==> src/rtl/sync_fifo3_pkg.sv <==
// Shared constants and helpers for the single-clock FIFO family.
package sync_fifo3_pkg;

  localparam int unsigned FIFO_STD  = 0;
  localparam int unsigned FIFO_FWFT = 1;

  // Occupancy needs one extra bit so that a completely full FIFO is representable.
  function automatic int unsigned cnt_width(input int unsigned asize);
    return asize + 1;
  endfunction

endpackage

==> src/rtl/fifomem3.sv <==
// DSIZE x DEPTH register-array storage: synchronous write port, combinational read port.
module fifomem3 #(
  parameter int unsigned DSIZE = 8,
  parameter int unsigned ASIZE = 4
) (
  input  logic             clk_i,
  input  logic             we_i,
  input  logic [ASIZE-1:0] waddr_i,
  input  logic [DSIZE-1:0] wdata_i,
  input  logic [ASIZE-1:0] raddr_i,
  output logic [DSIZE-1:0] rdata_o
);

  localparam int unsigned DEPTH = 2 ** ASIZE;

  logic [DSIZE-1:0] mem_q [DEPTH];

  always_ff @(posedge clk_i) begin
    if (we_i) begin
      mem_q[waddr_i] <= wdata_i;
    end
  end

  assign rdata_o = mem_q[raddr_i];

endmodule

==> src/rtl/sync_fifo3.sv <==
// Single-clock FIFO with standard or first-word-fall-through read, occupancy count,
// almost-full/almost-empty thresholds and sticky overflow/underflow flags.
module sync_fifo3
  import sync_fifo3_pkg::*;
#(
  parameter int unsigned DSIZE     = 8,
  parameter int unsigned ASIZE     = 4,
  parameter int unsigned FWFT      = FIFO_STD,
  parameter int unsigned AFULL_TH  = 2 ** ASIZE - 2,
  parameter int unsigned AEMPTY_TH = 2
) (
  input  logic                          clk,
  input  logic                          rst_n,
  input  logic [DSIZE-1:0]              wdata,
  input  logic                          winc,
  input  logic                          rinc,
  input  logic                          clr_err,
  output logic [DSIZE-1:0]              rdata,
  output logic                          wfull,
  output logic                          rempty,
  output logic                          afull,
  output logic                          aempty,
  output logic [cnt_width(ASIZE)-1:0]   count,
  output logic                          overflow,
  output logic                          underflow
);

  localparam int unsigned DEPTH = 2 ** ASIZE;
  localparam int unsigned CW    = cnt_width(ASIZE);

  localparam logic [CW-1:0] DepthC  = CW'(DEPTH);
  localparam logic [CW-1:0] AfullC  = CW'(AFULL_TH);
  localparam logic [CW-1:0] AemptyC = CW'(AEMPTY_TH);

  logic [ASIZE-1:0] wptr_q, wptr_d;
  logic [ASIZE-1:0] rptr_q, rptr_d;
  logic [CW-1:0]    count_q, count_d;
  logic             overflow_q, overflow_d;
  logic             underflow_q, underflow_d;
  logic             wr_ok, rd_ok;
  logic [DSIZE-1:0] mem_rdata;

  // Flags decode only the registered count, so they never glitch within a cycle.
  assign wfull  = (count_q == DepthC);
  assign rempty = (count_q == '0);
  assign afull  = (count_q >= AfullC);
  assign aempty = (count_q <= AemptyC);

  assign wr_ok = winc & ~wfull;
  assign rd_ok = rinc & ~rempty;

  always_comb begin
    wptr_d  = wptr_q;
    rptr_d  = rptr_q;
    count_d = count_q;
    if (wr_ok) begin
      wptr_d = wptr_q + 1'b1;
    end
    if (rd_ok) begin
      rptr_d = rptr_q + 1'b1;
    end
    case ({wr_ok, rd_ok})
      2'b10:   count_d = count_q + 1'b1;
      2'b01:   count_d = count_q - 1'b1;
      default: count_d = count_q;
    endcase
  end

  // A new error event in the same cycle as clr_err keeps the flag set.
  always_comb begin
    overflow_d  = (overflow_q & ~clr_err) | (winc & wfull);
    underflow_d = (underflow_q & ~clr_err) | (rinc & rempty);
  end

  always_ff @(posedge clk or negedge rst_n) begin
    if (!rst_n) begin
      wptr_q      <= '0;
      rptr_q      <= '0;
      count_q     <= '0;
      overflow_q  <= 1'b0;
      underflow_q <= 1'b0;
    end else begin
      wptr_q      <= wptr_d;
      rptr_q      <= rptr_d;
      count_q     <= count_d;
      overflow_q  <= overflow_d;
      underflow_q <= underflow_d;
    end
  end

  assign count     = count_q;
  assign overflow  = overflow_q;
  assign underflow = underflow_q;

  fifomem3 #(
    .DSIZE (DSIZE),
    .ASIZE (ASIZE)
  ) u_mem (
    .clk_i   (clk),
    .we_i    (wr_ok),
    .waddr_i (wptr_q),
    .wdata_i (wdata),
    .raddr_i (rptr_q),
    .rdata_o (mem_rdata)
  );

  if (FWFT == FIFO_FWFT) begin : g_fwft
    assign rdata = mem_rdata;
  end else begin : g_std
    logic [DSIZE-1:0] rdata_q;

    always_ff @(posedge clk or negedge rst_n) begin
      if (!rst_n) begin
        rdata_q <= '0;
      end else if (rd_ok) begin
        rdata_q <= mem_rdata;
      end
    end

    assign rdata = rdata_q;
  end

endmodule

==> config.mk <==
export PLATFORM = sky130hd
export DESIGN_NAME = sync_fifo3
export DESIGN_NICKNAME = d
export VERILOG_FILES = /design/src/rtl/sync_fifo3_pkg.sv /design/src/rtl/fifomem3.sv /design/src/rtl/sync_fifo3.sv
export SDC_FILE = /design/constraint.sdc
export NUM_CORES = 1
export LEC_CHECK = 0
export ABC_AREA = 1
export BUFFER_PORTS_ARGS = -buffer_cell sky130_fd_sc_hd__clkbuf_2
export CAP_MARGIN = 20
export CELL_PAD_IN_SITES_DETAIL_PLACEMENT = 0
export CELL_PAD_IN_SITES_GLOBAL_PLACEMENT = 1
export CORE_ASPECT_RATIO = 1.25
export CORE_MARGIN = 2
export CORE_UTILIZATION = 52
export CTS_CLUSTER_SIZE = 40
export DETAILED_ROUTE_END_ITERATION = 10
export PLACE_DENSITY_LB_ADDON = 0.1
export SYNTH_ARGS = -nofsm -noshare
export SYNTH_HDL_FRONTEND = slang
export SYNTH_SLANG_ARGS = --single-unit
==> constraint.sdc <==
create_clock -name clk -period 5.18 [get_ports clk]
set_clock_uncertainty 0.05 [all_clocks]
set_input_delay 0.259 -clock clk [delete_from_list [all_inputs] [get_ports clk]]
set_output_delay 0.259 -clock clk [all_outputs]
set_load 0.02 [all_outputs]
==> impl_metrics.env <==
export IMPL_die_h_um=131
export IMPL_drc=0
export IMPL_layout_drive_gt1_share=0.101
export IMPL_drt_pass1_iter_count=5
export IMPL_grt_max_degree=67
export IMPL_pin_count=32
export IMPL_hp_class="primary input to flop"
export IMPL_seq_area_mm2=0.00442
export IMPL_synthCells=679
export IMPL_crit_path_end_kind="flop"
export IMPL_clock_path_buffers=2
export IMPL_max_cap_violations=0
export IMPL_clkSlewWorstSetupHoldPaths_ns=0.06
export IMPL_grt_ovfl_total=0
export IMPL_fillerInstances=1055
export IMPL_cts_repair_resized=0
export IMPL_p_leak_nw=3.46
export IMPL_synth_fp_nets=701
export IMPL_drt_wl_total_um=15300
export IMPL_ys_async_sr_fraction=0.152
export IMPL_postCtsHoldBufs=2
export IMPL_cp_start_kind="flop"
export IMPL_ys_dominant_reg_cell="edfxtp_1"
export IMPL_seq_area_frac_synth=0.654
export IMPL_vias_per_cell=5.12
export IMPL_synth_area_leader_cell="edfxtp_1"
export IMPL_crit_start="count[3]"
export IMPL_fmax_mhz=394
export IMPL_status="finished, final reports clean"
export IMPL_busiest_layer="met2"
export IMPL_grt_pass1_vias=4402
export IMPL_cp_arrival_ns=2.81
export IMPL_initial_utilization=0.531
export IMPL_min_period_ns=2.54
export IMPL_core_area_mm2=0.0127
export IMPL_ys_ff_latch=151
export IMPL_holdWs_ns=0.0345
export IMPL_hold_violations=0
export IMPL_dp_hpwl_um=9460
export IMPL_grt_use_met1=0.297
export IMPL_syn2layout_area_growth_pct=13.3
export IMPL_path_max_fanout=15
export IMPL_track_usage=0.234
export IMPL_setup_tns_ns=0
export IMPL_yosysUniqueCellTypes=23
export IMPL_die_x_um=106
export IMPL_grt_pass1_wl_um=24000
export IMPL_ant_nets=0
export IMPL_required_ns=5.45
export IMPL_worstSetupPathType="flop to flop"
export IMPL_wl_per_cell_um=17.2
export IMPL_port_buffers=31
export IMPL_htreeDepth=4
export IMPL_die_area_mm2=0.0139
export IMPL_netlist_area_mm2=0.00676
export IMPL_yosys_top_cells_area="edfxtp_1 (57%), nand2_1 (12%), dfrtp_1 (8.5%), nand3_1 (7.6%), inv_1 (6.5%)"
export IMPL_worstReg2RegStart="count[3]"
export IMPL_antenna_found_initial=0
export IMPL_cts_sinks=151
export IMPL_rows=46
export IMPL_diodes=0
export IMPL_rsz0062_at_grt="no"
export IMPL_yosys_top_cells_count="nand2_1 (225), edfxtp_1 (128), inv_1 (117), nand3_1 (103), dfrtp_1 (23)"
export IMPL_clock_latency_ns=0.42
export IMPL_yosys_warnings=0
export IMPL_power_density_mw_per_mm2=574
export IMPL_synth_edff_count=128
export IMPL_root_buffer="clkbuf_16"
export IMPL_dr_first_iter_drc_count=372
export IMPL_numCtsBuffers=17
export IMPL_gp_congestion=0.876
export IMPL_reg2reg_slack_ns=2.64
export IMPL_min_period_over_period=0.490
export IMPL_vias=4559
export IMPL_cts_tree="built"
export IMPL_tightest_slew_ns=0.861
export IMPL_multi_input_area_mm2=0.00172
export IMPL_postSynthAreaPerCell_um2=9.95
export IMPL_gr_usage_met2=0.388
export IMPL_cts_setup_buffers=0
export IMPL_setup_viol=0
export IMPL_fin_nets=731
export IMPL_drv_slew=0
export IMPL_max_slew_margin=0.424
export IMPL_min_from="winc"
export IMPL_synthMostInstantiatedCell="nand2_1"
export IMPL_grt_util_met3=0.0461
export IMPL_synth_top_area_share=0.569
export IMPL_vdd_ir_drop_max_v=0.000390
## state kept, by name, indices dropped and copies added (netlist names)
register     count
rptr_q           4
u_mem.mem_q    128
rdata            8
underflow        1
count            5
wptr_q           4
overflow         1
## power breakdown
| part | total [mW] | switching, mW | leakage (nW) | internal [mW] |
|---|---|---|---|---|
| Sequential | 1.64 | 0.134 | 1.44 | 1.51 |
| Combinational | 1.45 | 1.02 | 1.72 | 0.432 |
| Clock | 1.31 | 0.498 | 0.305 | 0.808 |
## cell usage in the layout (no fill, tap or decap), types with 6 or more instances in the layout
cell       instances
clkbuf_2          31
o21ai_0            7
dfrtp_1           22
ha_1               9
nor2_1            17
nand3_1          103
inv_1            117
edfxtp_1         128
clkbuf_16         17
nand2_1          225
xor2_1             9
clkinv_4           6
## through the flow
stage | util | total power, mW | cell area (um^2) | cells | setup slack, ns
2_1_floorplan | - | 2.68 | 6760 | 679 | 2.78
3_3_place_gp | 0.549 | 3.08 | 6990 | 855 | 2.71
3_5_place_dp | 0.551 | 3.11 | 7010 | 856 | 2.65
4_1_cts | 0.602 | 4.42 | 7660 | 890 | 2.65
5_1_grt | 0.602 | 4.65 | 7660 | 890 | 2.37
6_report | 0.602 | 4.39 | 7660 | 890 | 2.64
## cells by family after synthesis
logic type / count (synthesis) / synth area share
simple gates: 349 / 0.214
compound gates: 11 / 0.00944
fa+ha+maj: 9 / 0.0167
flops: 151 / 0.654
buf+inv: 148 / 0.0913
xor+xnor: 11 / 0.0143
## area by class of cell
| type | count | share of cell area |
|---|---|---|
| Timing Repair Buffer | 37 | 0.0284 |
| Clock inverter | 15 | 0.0265 |
| Clock buffer | 17 | 0.0556 |
| Inverter | 122 | 0.0598 |
| Multi-Input combinational cell | 380 | 0.225 |
| Tap cell | 168 | 0.0275 |
| Sequential cell | 151 | 0.577 |
## routing by layer
layer / vias up / part of all wire
li1: 2229 / -
met5: - / 0
met2: 133 / 0.50
met4: 0 / 0.030
met1: 2161 / 0.42
met3: 36 / 0.049
## final timing paths
check                       endpoint  cells past startpoint
min                         overflow                      3
max                         count[4]                     14
max in group asynchronous  rptr_q[0]                      2
min in group asynchronous  underflow                      2
max reg2reg                 count[4]                     14
min reg2reg                 rdata[0]                      2
## worst max-delay path, stage by stage (launching register included)
cell and delay [ns]:
dfrtp_1 0.45, nor2_2 0.18, nand4_1 0.14, nand2_2 0.23
inv_2 0.17, ha_1 0.32, xor2_1 0.20, ha_1 0.19
inv_1 0.05, nand2_1 0.07, nand3_1 0.08, nand2_1 0.07
xor2_1 0.14, nand2_1 0.06, nand2_1 0.04
Power figures use the tool's default switching activity.
